$ cat config.mk
export PLATFORM = sky130hd
export DESIGN_NAME = mem_arbiter
export DESIGN_NICKNAME = d
export VERILOG_FILES = /design/src/rtl/mem_arbiter_pkg.sv /design/src/rtl/mem_arbiter.sv
export SDC_FILE = /design/constraint.sdc
export NUM_CORES = 1
export LEC_CHECK = 0
export BUFFER_PORTS_ARGS = -buffer_cell sky130_fd_sc_hd__buf_2
export CORE_AREA = 2 2 289 291
export DETAILED_ROUTE_END_ITERATION = 8
export DIE_AREA = 0 0 291 293
export PLACE_DENSITY_LB_ADDON = 0.05
export SLEW_MARGIN = 15
export SYNTH_ARGS = -nofsm -noshare
export SYNTH_HDL_FRONTEND = slang
export SYNTH_SLANG_ARGS = --single-unit
$ cat constraint.sdc
create_clock -name clk -period 1.9 [get_ports clk]
set_input_delay 0.19 -clock clk [delete_from_list [all_inputs] [get_ports clk]]
set_output_delay 0.19 -clock clk [all_outputs]
set_load 0.02 [all_outputs]
$ cat src/rtl/mem_arbiter_pkg.sv
`default_nettype none
// ============================================================================
// Module      : mem_arbiter_pkg
// Description : Shared definitions for the I/D-cache memory arbiter:
//               default widths, FSM state encoding and grant-owner encoding.
// Revision    : 1.0 - initial release
// ============================================================================
package mem_arbiter_pkg;

  localparam int ADDR_W_DEFAULT = 28;
  localparam int DATA_W_DEFAULT = 128;

  typedef enum logic [1:0] {
    IDLE   = 2'd0,
    BUSY_I = 2'd1,
    BUSY_D = 2'd2,
    DONE   = 2'd3
  } arb_state_e;

  // Owner of the most recent grant; also identifies the owner while in DONE.
  localparam logic GRANT_I = 1'b0;
  localparam logic GRANT_D = 1'b1;

endpackage : mem_arbiter_pkg
`default_nettype wire

$ cat src/rtl/mem_arbiter.sv
`default_nettype none
// ============================================================================
// Module      : mem_arbiter
// Description : Round-robin arbiter sharing one memory port between an
//               I-cache (fill only) and a D-cache (fill or write-back).
//               One transaction at a time: IDLE -> BUSY_x -> DONE -> IDLE.
// Revision    : 1.0 - initial release
// ============================================================================
module mem_arbiter
  import mem_arbiter_pkg::*;
#(
  parameter int ADDR_W = ADDR_W_DEFAULT,
  parameter int DATA_W = DATA_W_DEFAULT
) (
  input  logic              clk,
  input  logic              rst_n,
  // I-cache
  input  logic              i_read,
  input  logic [ADDR_W-1:0] i_addr,
  output logic [DATA_W-1:0] i_rdata,
  output logic              i_ready,
  // D-cache
  input  logic              d_read,
  input  logic              d_write,
  input  logic [ADDR_W-1:0] d_addr,
  input  logic [DATA_W-1:0] d_wdata,
  output logic [DATA_W-1:0] d_rdata,
  output logic              d_ready,
  // Shared memory port
  output logic              mem_read,
  output logic              mem_write,
  output logic [ADDR_W-1:0] mem_addr,
  output logic [DATA_W-1:0] mem_wdata,
  input  logic [DATA_W-1:0] mem_rdata,
  input  logic              mem_ready
);

  arb_state_e        state_q, state_d;
  logic              last_grant_q, last_grant_d;
  logic              mem_read_q, mem_read_d;
  logic              mem_write_q, mem_write_d;
  logic [ADDR_W-1:0] mem_addr_q, mem_addr_d;
  logic [DATA_W-1:0] mem_wdata_q, mem_wdata_d;
  logic [DATA_W-1:0] i_rdata_q, i_rdata_d;
  logic [DATA_W-1:0] d_rdata_q, d_rdata_d;

  logic d_req;
  logic pick_d;

  // Arbitration, transaction latching and completion sequencing.
  always_comb begin
    state_d      = state_q;
    last_grant_d = last_grant_q;
    mem_read_d   = mem_read_q;
    mem_write_d  = mem_write_q;
    mem_addr_d   = mem_addr_q;
    mem_wdata_d  = mem_wdata_q;
    i_rdata_d    = i_rdata_q;
    d_rdata_d    = d_rdata_q;
    d_req        = d_read | d_write;
    pick_d       = 1'b0;

    case (state_q)
      IDLE: begin
        // On a tie the requester not granted last wins.
        if (i_read && d_req) pick_d = (last_grant_q == GRANT_I);
        else                 pick_d = d_req;

        if (pick_d) begin
          // Read and write together is treated as a write.
          mem_addr_d   = d_addr;
          mem_wdata_d  = d_wdata;
          mem_write_d  = d_write;
          mem_read_d   = ~d_write;
          last_grant_d = GRANT_D;
          state_d      = BUSY_D;
        end else if (i_read) begin
          mem_addr_d   = i_addr;
          mem_read_d   = 1'b1;
          mem_write_d  = 1'b0;
          last_grant_d = GRANT_I;
          state_d      = BUSY_I;
        end
      end

      BUSY_I, BUSY_D: begin
        if (mem_ready) begin
          mem_read_d  = 1'b0;
          mem_write_d = 1'b0;
          if (mem_read_q) begin
            if (state_q == BUSY_I) i_rdata_d = mem_rdata;
            else                   d_rdata_d = mem_rdata;
          end
          state_d = DONE;
        end
      end

      DONE: begin
        // Requests are deliberately not sampled here so a request still
        // held during the completion cycle is not served twice.
        state_d = IDLE;
      end

      default: state_d = IDLE;
    endcase
  end

  // State and output registers; reset abandons any in-flight transaction.
  always_ff @(posedge clk or negedge rst_n) begin
    if (!rst_n) begin
      state_q      <= IDLE;
      last_grant_q <= GRANT_I;
      mem_read_q   <= 1'b0;
      mem_write_q  <= 1'b0;
      mem_addr_q   <= '0;
      mem_wdata_q  <= '0;
      i_rdata_q    <= '0;
      d_rdata_q    <= '0;
    end else begin
      state_q      <= state_d;
      last_grant_q <= last_grant_d;
      mem_read_q   <= mem_read_d;
      mem_write_q  <= mem_write_d;
      mem_addr_q   <= mem_addr_d;
      mem_wdata_q  <= mem_wdata_d;
      i_rdata_q    <= i_rdata_d;
      d_rdata_q    <= d_rdata_d;
    end
  end

  // DONE lasts one cycle; the owner is the most recent grant.
  assign i_ready   = (state_q == DONE) && (last_grant_q == GRANT_I);
  assign d_ready   = (state_q == DONE) && (last_grant_q == GRANT_D);
  assign mem_read  = mem_read_q;
  assign mem_write = mem_write_q;
  assign mem_addr  = mem_addr_q;
  assign mem_wdata = mem_wdata_q;
  assign i_rdata   = i_rdata_q;
  assign d_rdata   = d_rdata_q;

endmodule : mem_arbiter
`default_nettype wire
# After elaboration in Yosys (flattened, before gate mapping)
# Index checks and enable logic that the tools add are counted.
[totals] inputBits=318 word_cells=46 reg_bits=417 out_inout_bits=416
[classes] eq_ne=5 n_bitwise=4 reduce_logical=13 mux=16
[op_table] op="2-to-1 mux 28 bit" count=2
[op_table] op="2-to-1 mux 1 bit" count=8
[op_table] op="AND reduction 4 bit" count=2
[op_table] op="2-to-1 mux 2 bit" count=3
[op_table] op="one-hot mux 2 bit (3 select lines)" count=1
[op_table] op="AND reduction 2 bit" count=3
[op_table] op="== test 2 bit, second input constant" count=2
[op_table] op="one-hot mux 1 bit (2 select lines)" count=2
[op_table] op="nonzero test 2 bit" count=2
[op_table] op="logical AND 1 bit" count=3
[op_table] op="inequality test 3 bit, second input constant" count=1
[op_table] op="NOT 1 bit" count=3
[op_table] op="AND reduction 3 bit" count=1
[op_table] op="== test 2 x 1 -> 1 bit, second input constant" count=1
[op_table] op="logical NOT 2 bit" count=1
[op_table] op="inequality test 2 bit, second input constant" count=1
[op_table] op="OR reduction 2 bit" count=1
[op_table] op="bitwise OR 1 bit" count=1

# Logic depth before layout (Yosys ltp)
# Gate-level depths: netlist (run 1).
[logic_depth] ltp_word=6 depth_mapped=7 mapped_depth_nobuf=5

# Least setup slack after synthesis (run 1)
# Ideal clock, no wire load.
[synth_path] kind="register to register" startpoint="register state_q[0]" endpoint="register d_rdata_q[107] (netlist: d_rdata[107])" arrival_time_ns=1.743 path_stages_with_launch=8 setup_slack_ns=0.032 setup_ns=0.125 period_less_slack_ns=1.868 cell_sequence="dfrtp_1 -> inv_1 -> ha_1 -> buf_2 -> nand4b_1 -> buf_2 -> buf_2 -> mux2_2"
[synth_between] elab_chain_cells=3
[synth_rtl] element="from (decl)" line="mem_arbiter.sv:38" text="arb_state_e state_q, state_d;"
[synth_rtl] element="from (signal assigned)" line="mem_arbiter.sv:120" text="state_q <= state_d;"
[synth_rtl] element="== test 2 x 1 -> 1 bit / == test 2 bit (equally long branches)" line="mem_arbiter.sv:63, mem_arbiter.sv:91"
[synth_rtl] element="OR reduction 2 bit / NOT 1 bit (equally long branches)"
[synth_rtl] element="AND reduction 4 bit (no line) *"
[synth_rtl] element="to (signal assigned)" line="mem_arbiter.sv:127" text="d_rdata_q <= d_rdata_d;"
[synth_rtl] element="to (decl)" line="mem_arbiter.sv:45" text="logic [DATA_W-1:0] d_rdata_q, d_rdata_d;"
# Mark *: on every way between the ends. The rest lies on a longest branch, timed or not.
# A chain may end at the register's enable or synchronous reset.

# Worst setup path in the final report (run 1)
[layout_path] startpoint="register state_q[0]" endpoint="register d_rdata_q[57] (netlist: d_rdata[57])"
# Same word-level chain as after synthesis.

==> metrics.log, run 1 <==
INFO  metric result_of_the_run = completed
INFO  metric port_buffer_count = approximately 730
INFO  metric path_cells = buf_6, ha_4, nand4b_1, buf_6, clkbuf_16, clkbuf_16, mux2_4
INFO  metric die_height = between 200 and 300 microns
INFO  metric ioPinCount = approximately 730
INFO  metric cts_tree = built
INFO  metric post_route_hold_slack = between 0.1 and 0.15 ns
INFO  metric detailed_route_via_count = roughly 12,000
INFO  metric post_synth_num_cell_types = 28
INFO  metric synth.net_count = roughly 1,300
INFO  metric synth_cells = 969
INFO  metric wl_per_cell = slightly below 20 microns
INFO  metric die-width = a little under 300 microns
INFO  metric globalplace.congestion = between 0.7 and 0.8
INFO  metric rsz0062_at_grt = true
INFO  metric postRouteAntennaNets = 0
INFO  metric yosys-top-cells-area = sky130_fd_sc_hd__dfrtp_1 (64%), sky130_fd_sc_hd__mux2_2 (20%), sky130_fd_sc_hd__mux2_4 (9.2%)
INFO  metric report.final.slew_viol_count = 0
INFO  metric core_region_area = between 80,000 and 90,000 sq um
INFO  metric timing.critical_path.slowest_stage_cell = sky130_fd_sc_hd__dfrtp_1
INFO  metric combPwrFrac = between 40% and 50%
INFO  metric initial_utilization = between 15 and 20%
INFO  metric place_worst_setup_slack = roughly 0.031 ns
INFO  metric vdd_drop_max = roughly 0.74 mV
INFO  metric cts_max_path_buffers = 3
INFO  metric ys_dominant_reg_cell = sky130_fd_sc_hd__dfrtp_1
INFO  metric final_critical_path_setup_slack = approximately 0.009 ns
INFO  metric synth_top_cells_by_count = sky130_fd_sc_hd__dfrtp_1 (417), sky130_fd_sc_hd__mux2_2 (284), sky130_fd_sc_hd__mux2_4 (100)
INFO  metric drt-vias-per-instance = about 3.8
INFO  metric h-tree-depth = 2
INFO  metric grt_max_degree = 58
INFO  metric cts_inserted_buffers = 53
INFO  metric max_stage_delay = ~0.39 ns
INFO  metric switching_share = roughly two fifths
INFO  metric area.growth.synth_to_final = 64.54%
INFO  metric worst_ep_arrival_time = ~2.4 ns
INFO  metric regToRegSetupSlack = between 0.009 and 0.01 ns
INFO  metric final_layout_size_suffix_gt1_share = between 50% and 60%
INFO  metric timing.max_slew.rel_slack = between 70% and 80%
INFO  metric floorplan.rows = approximately 110
INFO  metric internal_power = 0.02831 W
INFO  metric max_slew.worst_pin.slew = just over 0.4 ns
INFO  metric ys_warn_count = 0
INFO  metric power.share.clock = a little over a fifth
INFO  metric worst_clock_skew = 0.01264 ns
INFO  metric firstDrtPassIters = 4
INFO  metric power_switching = roughly 0.018 W
INFO  metric timing_worst_setup_path_type = reg2reg
INFO  metric layout.nets = between 2,000 and 2,500
INFO  metric clock-sinks = 417
INFO  metric hold_path_class = in2async
INFO  metric cts.clk_slew.worst_paths = ~0.06 ns
INFO  metric dieArea = 85,260 sq um
INFO  metric cts_root_buf = sky130_fd_sc_hd__clkbuf_16
INFO  metric route.detailed.drc = 0
INFO  metric setup-violations-final = 0
INFO  metric critPathLaunchType = register
INFO  metric first_pass_grt_wire_length = ~92,000 microns
INFO  metric edff_count_synth = 0
INFO  metric final_hold_viol_count = 0
INFO  metric groute.usage.overall = 14.31%
INFO  metric powerDensity = 1727 nW/um^2
INFO  metric syn-cell-area = 16,260 sq um
INFO  metric seq_area_frac_synth = approximately 64%
INFO  metric antenna_found_initial = 4
INFO  metric synth_most_common_cell = sky130_fd_sc_hd__dfrtp_1
INFO  metric wl = between 60,000 and 70,000 microns
INFO  metric fmaxAchievable = approximately 530 MHz
INFO  metric drv_cap = 0
INFO  metric place_hpwl = around 47,000 microns
INFO  metric p_seq_share = between 30% and 40%
INFO  metric grt_overflow_total = 0
INFO  metric post_synth.cell_area_avg = 16.78 sq um
INFO  metric netlist.area_leader.share = roughly 64%
INFO  metric required_time_at_the_endpoint_of_the_critical_path = 2.36 ns
INFO  metric power_leakage = between 10 and 15 nW
INFO  metric finalCriticalPeriod = approximately 1.9 ns
INFO  metric netlist.top_cell.by_area = sky130_fd_sc_hd__dfrtp_1
INFO  metric grt_pass1_vias = 13,750
INFO  metric ys_async_sr_fraction = 100.0%
INFO  metric synth.ff_latch_count = roughly 420
INFO  metric worst_setup_ep_type = register
INFO  metric clk_latency = between 0.5 and 0.6 ns
INFO  metric worst-path-max-fanout = 7
INFO  metric period_utilization = between 90% and 100%
INFO  metric drt-initial-drc-count = approximately 290
logic make-up after synthesis:
kind of cell             Yosys count  share of synthesized area (%)
adder cells (fa/ha/maj)            5                         0.3848
multiplexers                     416                          30.89
buffers and inverters             55                          2.193
AO/OA/AOI/OAI                     37                          1.339
flip-flops                       417                          64.19
AND/OR/NAND/NOR                   39                          1.008
state kept, by name (all words and copies together), names as in the netlist:
name	flops
mem_addr	28
mem_write	1
d_rdata	128
i_rdata	128
mem_read	1
last_grant_q	1
mem_wdata	128
state_q	2
per-layer routing:
layer  GRT usage [%]  wire length (microns)  vias to the layer above
li1                -                      -                     5651
met5               0                     13                        -
met3           3.873                   3627                      105
met4           5.598                   2259                        2
met1           15.13                  23110                     6081
met2           26.88                  34120                      409
area by class of cell:
cell class              count  area (sq um)
well taps                1070          1339
repair buffers           1108          7724
diodes                      1         2.502
fillers                  8296         55100
inverters                   3         11.26
clock buffers              83          1551
clock inverters            11         140.1
multi-input cells         497          5547
flip-flops and latches    417         10440
placed cells by master, fill, tap and decap left out, types with 2 or more instances in the layout:
| master | n |
|---|---|
| sky130_fd_sc_hd__buf_12 | 23 |
| sky130_fd_sc_hd__nand2_1 | 30 |
| sky130_fd_sc_hd__bufinv_16 | 3 |
| sky130_fd_sc_hd__buf_2 | 731 |
| sky130_fd_sc_hd__inv_6 | 2 |
| sky130_fd_sc_hd__ha_4 | 2 |
| sky130_fd_sc_hd__buf_6 | 3 |
| sky130_fd_sc_hd__clkbuf_16 | 61 |
| sky130_fd_sc_hd__dfrtp_1 | 417 |
| sky130_fd_sc_hd__inv_2 | 2 |
| sky130_fd_sc_hd__mux2_2 | 283 |
| sky130_fd_sc_hd__dlygate4sd3_1 | 313 |
| sky130_fd_sc_hd__nor3_1 | 2 |
| sky130_fd_sc_hd__clkbuf_8 | 7 |
| sky130_fd_sc_hd__mux2_4 | 101 |
| sky130_fd_sc_hd__ha_1 | 3 |
| sky130_fd_sc_hd__buf_16 | 2 |
| sky130_fd_sc_hd__clkinv_2 | 5 |
| sky130_fd_sc_hd__o21ai_0 | 28 |
| sky130_fd_sc_hd__clkbuf_1 | 21 |
| sky130_fd_sc_hd__mux2i_1 | 31 |
| sky130_fd_sc_hd__buf_4 | 29 |
worst paths after layout:
check | endpoint | cells past startpoint | start
max | d_rdata[57] | 7 | state_q[0]
min | mem_wdata[94] | 2 | rst_n
max reg2reg | d_rdata[57] | 7 | state_q[0]
min reg2reg | mem_addr[1] | 2 | mem_addr[1]
max in group asynchronous | d_rdata[110] | 4 | rst_n
min in group clk | mem_write | 4 | mem_ready
repair_timing:
| action | CTS | global route |
|---|---|---|
| setup endpoints to repair | 0 | 76 |
| buffers inserted | 0 | 14 |
| endpoints found under the hold margin | 786 | 0 |
| gates resized for setup | 0 | 13 |
| hold buffers | 313 | 0 |
power groups by stage:
stage,logic [W],registers [W],clock network (W)
after floorplan,0.00665,0.0209,0
after global placement,0.0202,0.0156,0
after detailed placement,0.0203,0.0156,0
after CTS,0.0209,0.0155,0.0104
after global routing,0.0220,0.0161,0.0108
final,0.0208,0.0155,0.00993
stage by stage:
stage,power (W),setup TNS (ns),cells,utilization (%),instance area [sq um]
6_report,0.04620,0,3190,32.68,26750
5_1_grt,0.04892,-0.5753,3190,32.68,26750
4_1_cts,0.04682,0,3169,32.30,26430
3_5_place_dp,0.03594,0,2762,26.40,21610
3_3_place_gp,0.03582,0,2762,26.40,21610
2_1_floorplan,0.02760,0,969,-,16260
worst max-delay path: cells and delay by family (launching register included):
kind                     cells  cell delay [ns]
buffers and inverters        4             0.67
AND/OR/NAND/NOR              1             0.25
multiplexers                 1             0.29
adder cells (fa/ha/maj)      1             0.14
flip-flops                   1             0.39
Note: power is estimated with default switching activity, not from simulation.
==> inputs of run 2 (changes only) <==
--- a/config.mk
+++ b/config.mk
@@ -5,10 +5,10 @@
 export SDC_FILE = /design/constraint.sdc
 export NUM_CORES = 1
 export LEC_CHECK = 0
-export BUFFER_PORTS_ARGS = -buffer_cell sky130_fd_sc_hd__buf_2
-export CORE_AREA = 2 2 289 291
+export CORE_AREA = 2 2 284 286
 export DETAILED_ROUTE_END_ITERATION = 8
-export DIE_AREA = 0 0 291 293
+export DIE_AREA = 0 0 286 288
+export DONT_BUFFER_PORTS = 1
 export PLACE_DENSITY_LB_ADDON = 0.05
 export SLEW_MARGIN = 15
 export SYNTH_ARGS = -nofsm -noshare
==> constraint.sdc (replaced) <==
create_clock -name clk -period 1.85 [get_ports clk]
set_input_delay 0.185 -clock clk [delete_from_list [all_inputs] [get_ports clk]]
set_output_delay 0.185 -clock clk [all_outputs]
set_load 0.02 [all_outputs]
==> metrics.log, run 2 (synthesis gave the netlist of run 1 again) <==
INFO  metric wl = between 50,000 and 60,000 microns
INFO  metric cts_max_path_buffers = 3
INFO  metric core_region_area = approximately 80,000 sq um
INFO  metric globalplace.congestion = 0.7563
INFO  metric fmaxAchievable = 546.9 MHz
INFO  metric cts_hold_buffers = between 300 and 400
INFO  metric groute.layer.met2.usage = 24.29%
INFO  metric dieArea = about 82,000 sq um
INFO  metric wl_per_cell = 23.08 microns
INFO  metric drt-initial-drc-count = 278
INFO  metric powerDensity = 1872 nW/um^2
INFO  metric initial_utilization = between 20% and 30%
INFO  metric clock-sinks = 417
INFO  metric detailed_route_via_count = 9,551
INFO  metric timing_worst_setup_path_type = reg2reg
INFO  metric max_slew.worst_pin.slew = 2.264 ns
INFO  metric groute.layer.met1.usage = about an eighth
INFO  metric firstDrtPassIters = 4
INFO  metric cts_inserted_buffers = between 50 and 60
INFO  metric drt-vias-per-instance = 3.929
INFO  metric grt_max_degree = 418
INFO  metric finalCoreUtilization = between 20 and 30%
INFO  metric die_height = about 290 microns
INFO  metric layout_commonest_cell = sky130_fd_sc_hd__dfrtp_1
INFO  metric hold_path_class = in2async
INFO  metric violations = hold timing, slew limit
INFO  metric fillCellCount = about 8,000
INFO  metric grt_util_met3 = 4.849%
INFO  metric route.detailed.drc = 0
INFO  metric place_hpwl = 40,780 microns
INFO  metric critPathLaunchType = register
INFO  metric power_leakage = around 10 nW
INFO  metric finalCriticalPeriod = 1.828 ns
INFO  metric final_cell_mix = sky130_fd_sc_hd__dfrtp_1 (417), sky130_fd_sc_hd__dlygate4sd3_1 (316), sky130_fd_sc_hd__mux2_2 (284), sky130_fd_sc_hd__mux2_4 (100), sky130_fd_sc_hd__clkbuf_16 (54)
INFO  metric h-tree-depth = 2
INFO  metric layout.nets = around 1,700
INFO  metric worst_setup_ep_type = register
INFO  metric drv_cap = 0
INFO  metric grt_pass1_vias = between 10,000 and 15,000
INFO  metric rsz0062_at_grt = true
INFO  metric clk_latency = 0.60 ns
INFO  metric final_hold_viol_count = between 400 and 500
INFO  metric area.growth.synth_to_final = 39.99%
INFO  metric port_buffer_count = 0
INFO  metric setup-violations-final = 0
INFO  metric cts_root_buf = sky130_fd_sc_hd__clkbuf_16
INFO  metric worst-path-max-fanout = 6
INFO  metric ioPinCount = around 730
INFO  metric worst_clock_skew = 0.01422 ns
INFO  metric first_pass_grt_wire_length = about 78,000 microns
INFO  metric cts.clk_slew.worst_paths = 0.06 ns
INFO  metric post_route_hold_slack = -0.7086 ns
INFO  metric required_time_at_the_endpoint_of_the_critical_path = between 2 and 2.5 ns
INFO  metric final_layout_size_suffix_gt1_share = a little under two fifths
INFO  metric regToRegSetupSlack = about 0.022 ns
INFO  metric groute.usage.overall = 12.93%
INFO  metric globalRoute.busiestLayer = met2
INFO  metric period_utilization = 98.83%
INFO  metric antenna_found_initial = 1
INFO  metric worst_ep_arrival_time = 2.30 ns
INFO  metric postRouteAntennaNets = 0
INFO  metric cts_tree = built
INFO  metric grt_overflow_total = 0
INFO  metric die-width = roughly 290 microns
INFO  metric vdd_drop_max = around 0.8 mV
INFO  metric floorplan.rows = 104
INFO  metric timing.max_slew.rel_slack = -50.93%
INFO  metric report.final.slew_viol_count = between 200 and 250
INFO  metric result_of_the_run = finished with violations
[run 2: layout make-up]
type / count / area (sq um) / share of cell area (%)
Clock inverter: 8 / 93.84 / 0.4123
Timing Repair Buffer: 355 / 3684 / 16.19
Inverter: 3 / 11.26 / 0.04948
Tap cell: 1060 / 1326 / 5.828
Clock buffer: 90 / 1665 / 7.318
Sequential cell: 417 / 10440 / 45.85
Antenna cell: 1 / 2.502 / 0.01100
Multi-Input combinational cell: 497 / 5540 / 24.34
[run 2: final timing paths]
check / to / depth (start not counted) / start
max: d_rdata[57] / 7 / state_q[0]
min: mem_wdata[101] / 0 / rst_n
max reg2reg: d_rdata[57] / 7 / state_q[0]
min reg2reg: last_grant_q / 2 / last_grant_q
max in group asynchronous: mem_wdata[34] / 0 / rst_n
min in group clk: i_rdata[39] / 3 / mem_ready
[run 2: what timing repair did]
action / in CTS / in global routing
buffers inserted: 0 / 4
endpoints found under the hold margin: 834 / 417
pin swaps: 0 / 2
resized for setup: 1 / 10
gates cloned: 0 / 1
endpoints found under the setup margin: 14 / 117
[run 2: power by group]
part           switching, W  internal, W  total (W)
Combinational       0.00283      0.00577    0.00859
Sequential           0.0101       0.0136     0.0237
Clock               0.00410      0.00622     0.0103
Total                0.0170       0.0256     0.0426
[run 2: worst max-delay path, stage by stage, from the launching register on]
cell and delay [ns]:
sky130_fd_sc_hd__dfrtp_1 0.38, sky130_fd_sc_hd__buf_4 0.15, sky130_fd_sc_hd__ha_1 0.18, sky130_fd_sc_hd__nand4b_1 0.25
sky130_fd_sc_hd__buf_6 0.20, sky130_fd_sc_hd__clkbuf_16 0.16, sky130_fd_sc_hd__buf_6 0.13, sky130_fd_sc_hd__mux2_2 0.26
[run 2: per-stage QoR]
| step | cells | worst slack (ns) | instance area, sq um | power (W) | setup TNS [ns] |
|---|---|---|---|---|---|
| floorplan | 969 | -0.01786 | 16260 | 0.02834 | -0.3572 |
| global placement | 2011 | 0.02350 | 17730 | 0.03202 | 0 |
| detailed placement | 2011 | 0.006930 | 17730 | 0.03202 | 0 |
| CTS | 2425 | -0.01120 | 22660 | 0.04335 | -0.05126 |
| global route | 2431 | -0.03952 | 22760 | 0.04481 | -0.7380 |
| finish | 2431 | 0.02165 | 22760 | 0.04260 | 0 |
[run 2: per-layer routing]
metal	vias up	share of wire, %
li1	4149	-
met1	4912	33
met2	401	55
met3	89	8.5
met4	0	3.1
met5	-	0
==> inputs of run 3 (changes only) <==
--- a/config.mk
+++ b/config.mk
@@ -6,6 +6,7 @@
 export NUM_CORES = 1
 export LEC_CHECK = 0
 export CORE_AREA = 2 2 284 286
+export CTS_BUF_LIST = sky130_fd_sc_hd__clkbuf_8
 export DETAILED_ROUTE_END_ITERATION = 8
 export DIE_AREA = 0 0 286 288
 export DONT_BUFFER_PORTS = 1
==> metrics.log, run 3 (synthesis gave the netlist of run 1 again) <==
INFO  metric grt_overflow_total = 0
INFO  metric die_height = between 200 and 300 microns
INFO  metric worst_clock_skew = 0.03329 ns
INFO  metric globalplace.congestion = approximately 0.76
INFO  metric worstPathBufferInverterCount = 3
INFO  metric cts_tree = built
INFO  metric ff_latch_area = ~10,000 sq um
INFO  metric cts.clk_slew.worst_paths = 0.06 ns
INFO  metric floorplan.rows = 104
INFO  metric rsz0062_at_grt = false
INFO  metric place_worst_setup_slack = 0.006930 ns
INFO  metric place_hpwl = between 40,000 and 50,000 microns
INFO  metric cts_hold_buffers = around 320
INFO  metric final_cell_mix = sky130_fd_sc_hd__dfrtp_1 (417), sky130_fd_sc_hd__dlygate4sd3_1 (317), sky130_fd_sc_hd__mux2_2 (282), sky130_fd_sc_hd__clkbuf_8 (116), sky130_fd_sc_hd__mux2_4 (102)
INFO  metric result_of_the_run = finished with violations
INFO  metric final_hold_viol_count = 417
INFO  metric port_buffer_count = 0
INFO  metric report.final.slew_viol_count = approximately 220
INFO  metric route.detailed.drc = 0
INFO  metric wl_per_cell = 22.67 microns
INFO  metric ioPinCount = 734
INFO  metric timing_worst_setup_path_type = reg2reg
INFO  metric powerDensity = around 1900 nW/um^2
INFO  metric vdd_drop_max = around 0.76 mV
INFO  metric setup-violations-final = 0
INFO  metric cpLargestDelayFamily = buffers and inverters
INFO  metric path_cells = inv_1, ha_1, nand4b_1, buf_12, buf_16, mux2_2
INFO  metric antenna_found_initial = 4
INFO  metric violations = hold timing, slew limit
INFO  metric power_leakage = 10.47 nW
INFO  metric clock-sinks = ~420
INFO  metric grt_pass1_vias = 11,000
INFO  metric final_layout_size_suffix_gt1_share = around two fifths
INFO  metric multiInputGateArea = 5538 sq um
INFO  metric cts_inserted_buffers = between 80 and 90
INFO  metric die-width = about 290 microns
INFO  metric period_utilization = between 90% and 100%
INFO  metric wl = ~56,000 microns
INFO  metric worst-path-max-fanout = 23
INFO  metric finalCriticalPeriod = roughly 1.8 ns
INFO  metric r2r_start = state_q[0]
INFO  metric power.total = 0.04232 W
INFO  metric critPathLaunchType = register
INFO  metric hold_path_class = in2async
INFO  metric max_slew.worst_pin.slew = between 2 and 2.5 ns
INFO  metric max_stage_delay = about 0.35 ns
INFO  metric rr_endpoint = d_rdata[115]
INFO  metric final_critical_path_setup_slack = about 0.074 ns
INFO  metric core_region_area = 79,640 sq um
INFO  metric groute.usage.overall = roughly an eighth
INFO  metric drv_cap = 0
INFO  metric detailed_route_via_count = just under 10,000
INFO  metric worst_ep_arrival_time = roughly 2.3 ns
INFO  metric cts_root_buf = sky130_fd_sc_hd__clkbuf_8
INFO  metric initial_utilization = roughly a fifth
INFO  metric drt-initial-drc-count = approximately 310
INFO  metric regToRegSetupSlack = around 0.074 ns
INFO  metric post_route_hold_slack = -0.7850 ns
INFO  metric cts_max_path_buffers = 3
INFO  metric timing.critical_path.slowest_stage_cell = sky130_fd_sc_hd__dfrtp_1
INFO  metric worst_setup_ep_type = register
INFO  metric timing.max_slew.rel_slack = -54.85%
INFO  metric fillCellCount = between 8,000 and 9,000
INFO  metric grt_max_degree = 418
INFO  metric fmaxAchievable = around 560 MHz
INFO  metric first_pass_grt_wire_length = between 70,000 and 80,000 microns
INFO  metric h-tree-depth = 3
INFO  metric worst_r2r_path_depth = 6
INFO  metric layout_commonest_cell = sky130_fd_sc_hd__dfrtp_1
INFO  metric area.growth.synth_to_final = 40.17%
INFO  metric drt-vias-per-instance = 3.914
INFO  metric required_time_at_the_endpoint_of_the_critical_path = ~2.4 ns
INFO  metric firstDrtPassIters = 6
INFO  metric postRouteAntennaNets = 0
INFO  metric clk_latency = 0.67 ns
INFO  metric layout.nets = ~1,700
INFO  metric dieArea = just over 80,000 sq um
-- run 3: cell types whose count changed in the layout (fill, tap and decap cells not counted), sizes merged --
| cell | change |
|---|---|
| inv | +30 |
| clkbuf | +25 |
| buf | -2 |
| clkinv | -2 |
| diode | +2 |
| dlygate4sd3 | +1 |
-- run 3: stage by stage --
stage	util [%]	TNS [ns]	instance area, sq um	hold slack, ns	instances
2_1_floorplan	-	-0.3572	16260	-0.1106	969
3_3_place_gp	22.27	0	17730	-0.1009	2011
3_5_place_dp	22.27	0	17730	-0.1006	2011
4_1_cts	28.56	0	22750	-0.8903	2480
5_1_grt	28.61	0	22790	-0.8624	2485
6_report	28.61	0	22790	-0.7850	2485
-- run 3: where the power goes --
| part | internal (W) | total, W | switching (W) |
|---|---|---|---|
| sequential | 0.0136 | 0.0237 | 0.0101 |
| clock | 0.00574 | 0.0101 | 0.00433 |
| combinational | 0.00574 | 0.00855 | 0.00281 |
-- run 3: how the worst max path moves through the flow --
stage | from | to | slack (ns) | cells past startpoint
finish | state_q[0] | d_rdata[115] | 0.07 | 6
global route | state_q[1] | d_rdata[126] | 0.001 | 6
CTS | state_q[0] | d_ready | 0.006 | 3
detailed placement | state_q[1] | d_rdata[33] | 0.007 | 6
global placement | state_q[1] | d_rdata[83] | 0.02 | 6
floorplan | state_q[0] | d_rdata[107] | -0.02 | 7
-- run 3: area by class of cell --
type	count	area share [%]
Antenna cell	3	0.03295
Clock buffer	116	7.006
Clock inverter	36	0.9609
Inverter	3	0.04942
Multi-Input combinational cell	497	24.30
Sequential cell	417	45.79
Tap cell	1060	5.820
Timing Repair Buffer	353	16.03
-- run 3: worst register-to-register path: stages (launching register included) --
cell and delay [ns]:
sky130_fd_sc_hd__dfrtp_1 0.35, sky130_fd_sc_hd__inv_1 0.08, sky130_fd_sc_hd__ha_1 0.31, sky130_fd_sc_hd__nand4b_1 0.15, sky130_fd_sc_hd__buf_12 0.19, sky130_fd_sc_hd__buf_16 0.22, sky130_fd_sc_hd__mux2_2 0.37
-- run 3: metal layers --
layer	GRT usage (%)	up-vias	part of all wire, %
met2	24.47	463	55
met5	0	-	0.028
met3	5.602	84	9.2
met1	12.91	4960	33
met4	4.804	2	3.0
li1	-	4217	-
-- run 3: repair_timing --
action / 4_1_cts / 5_1_grt
pin swaps: 0 / 1
setup buffers: 0 / 2
resized for setup: 8 / 4
setup endpoints to repair: 5 / 3
hold endpoints to repair: 834 / 417
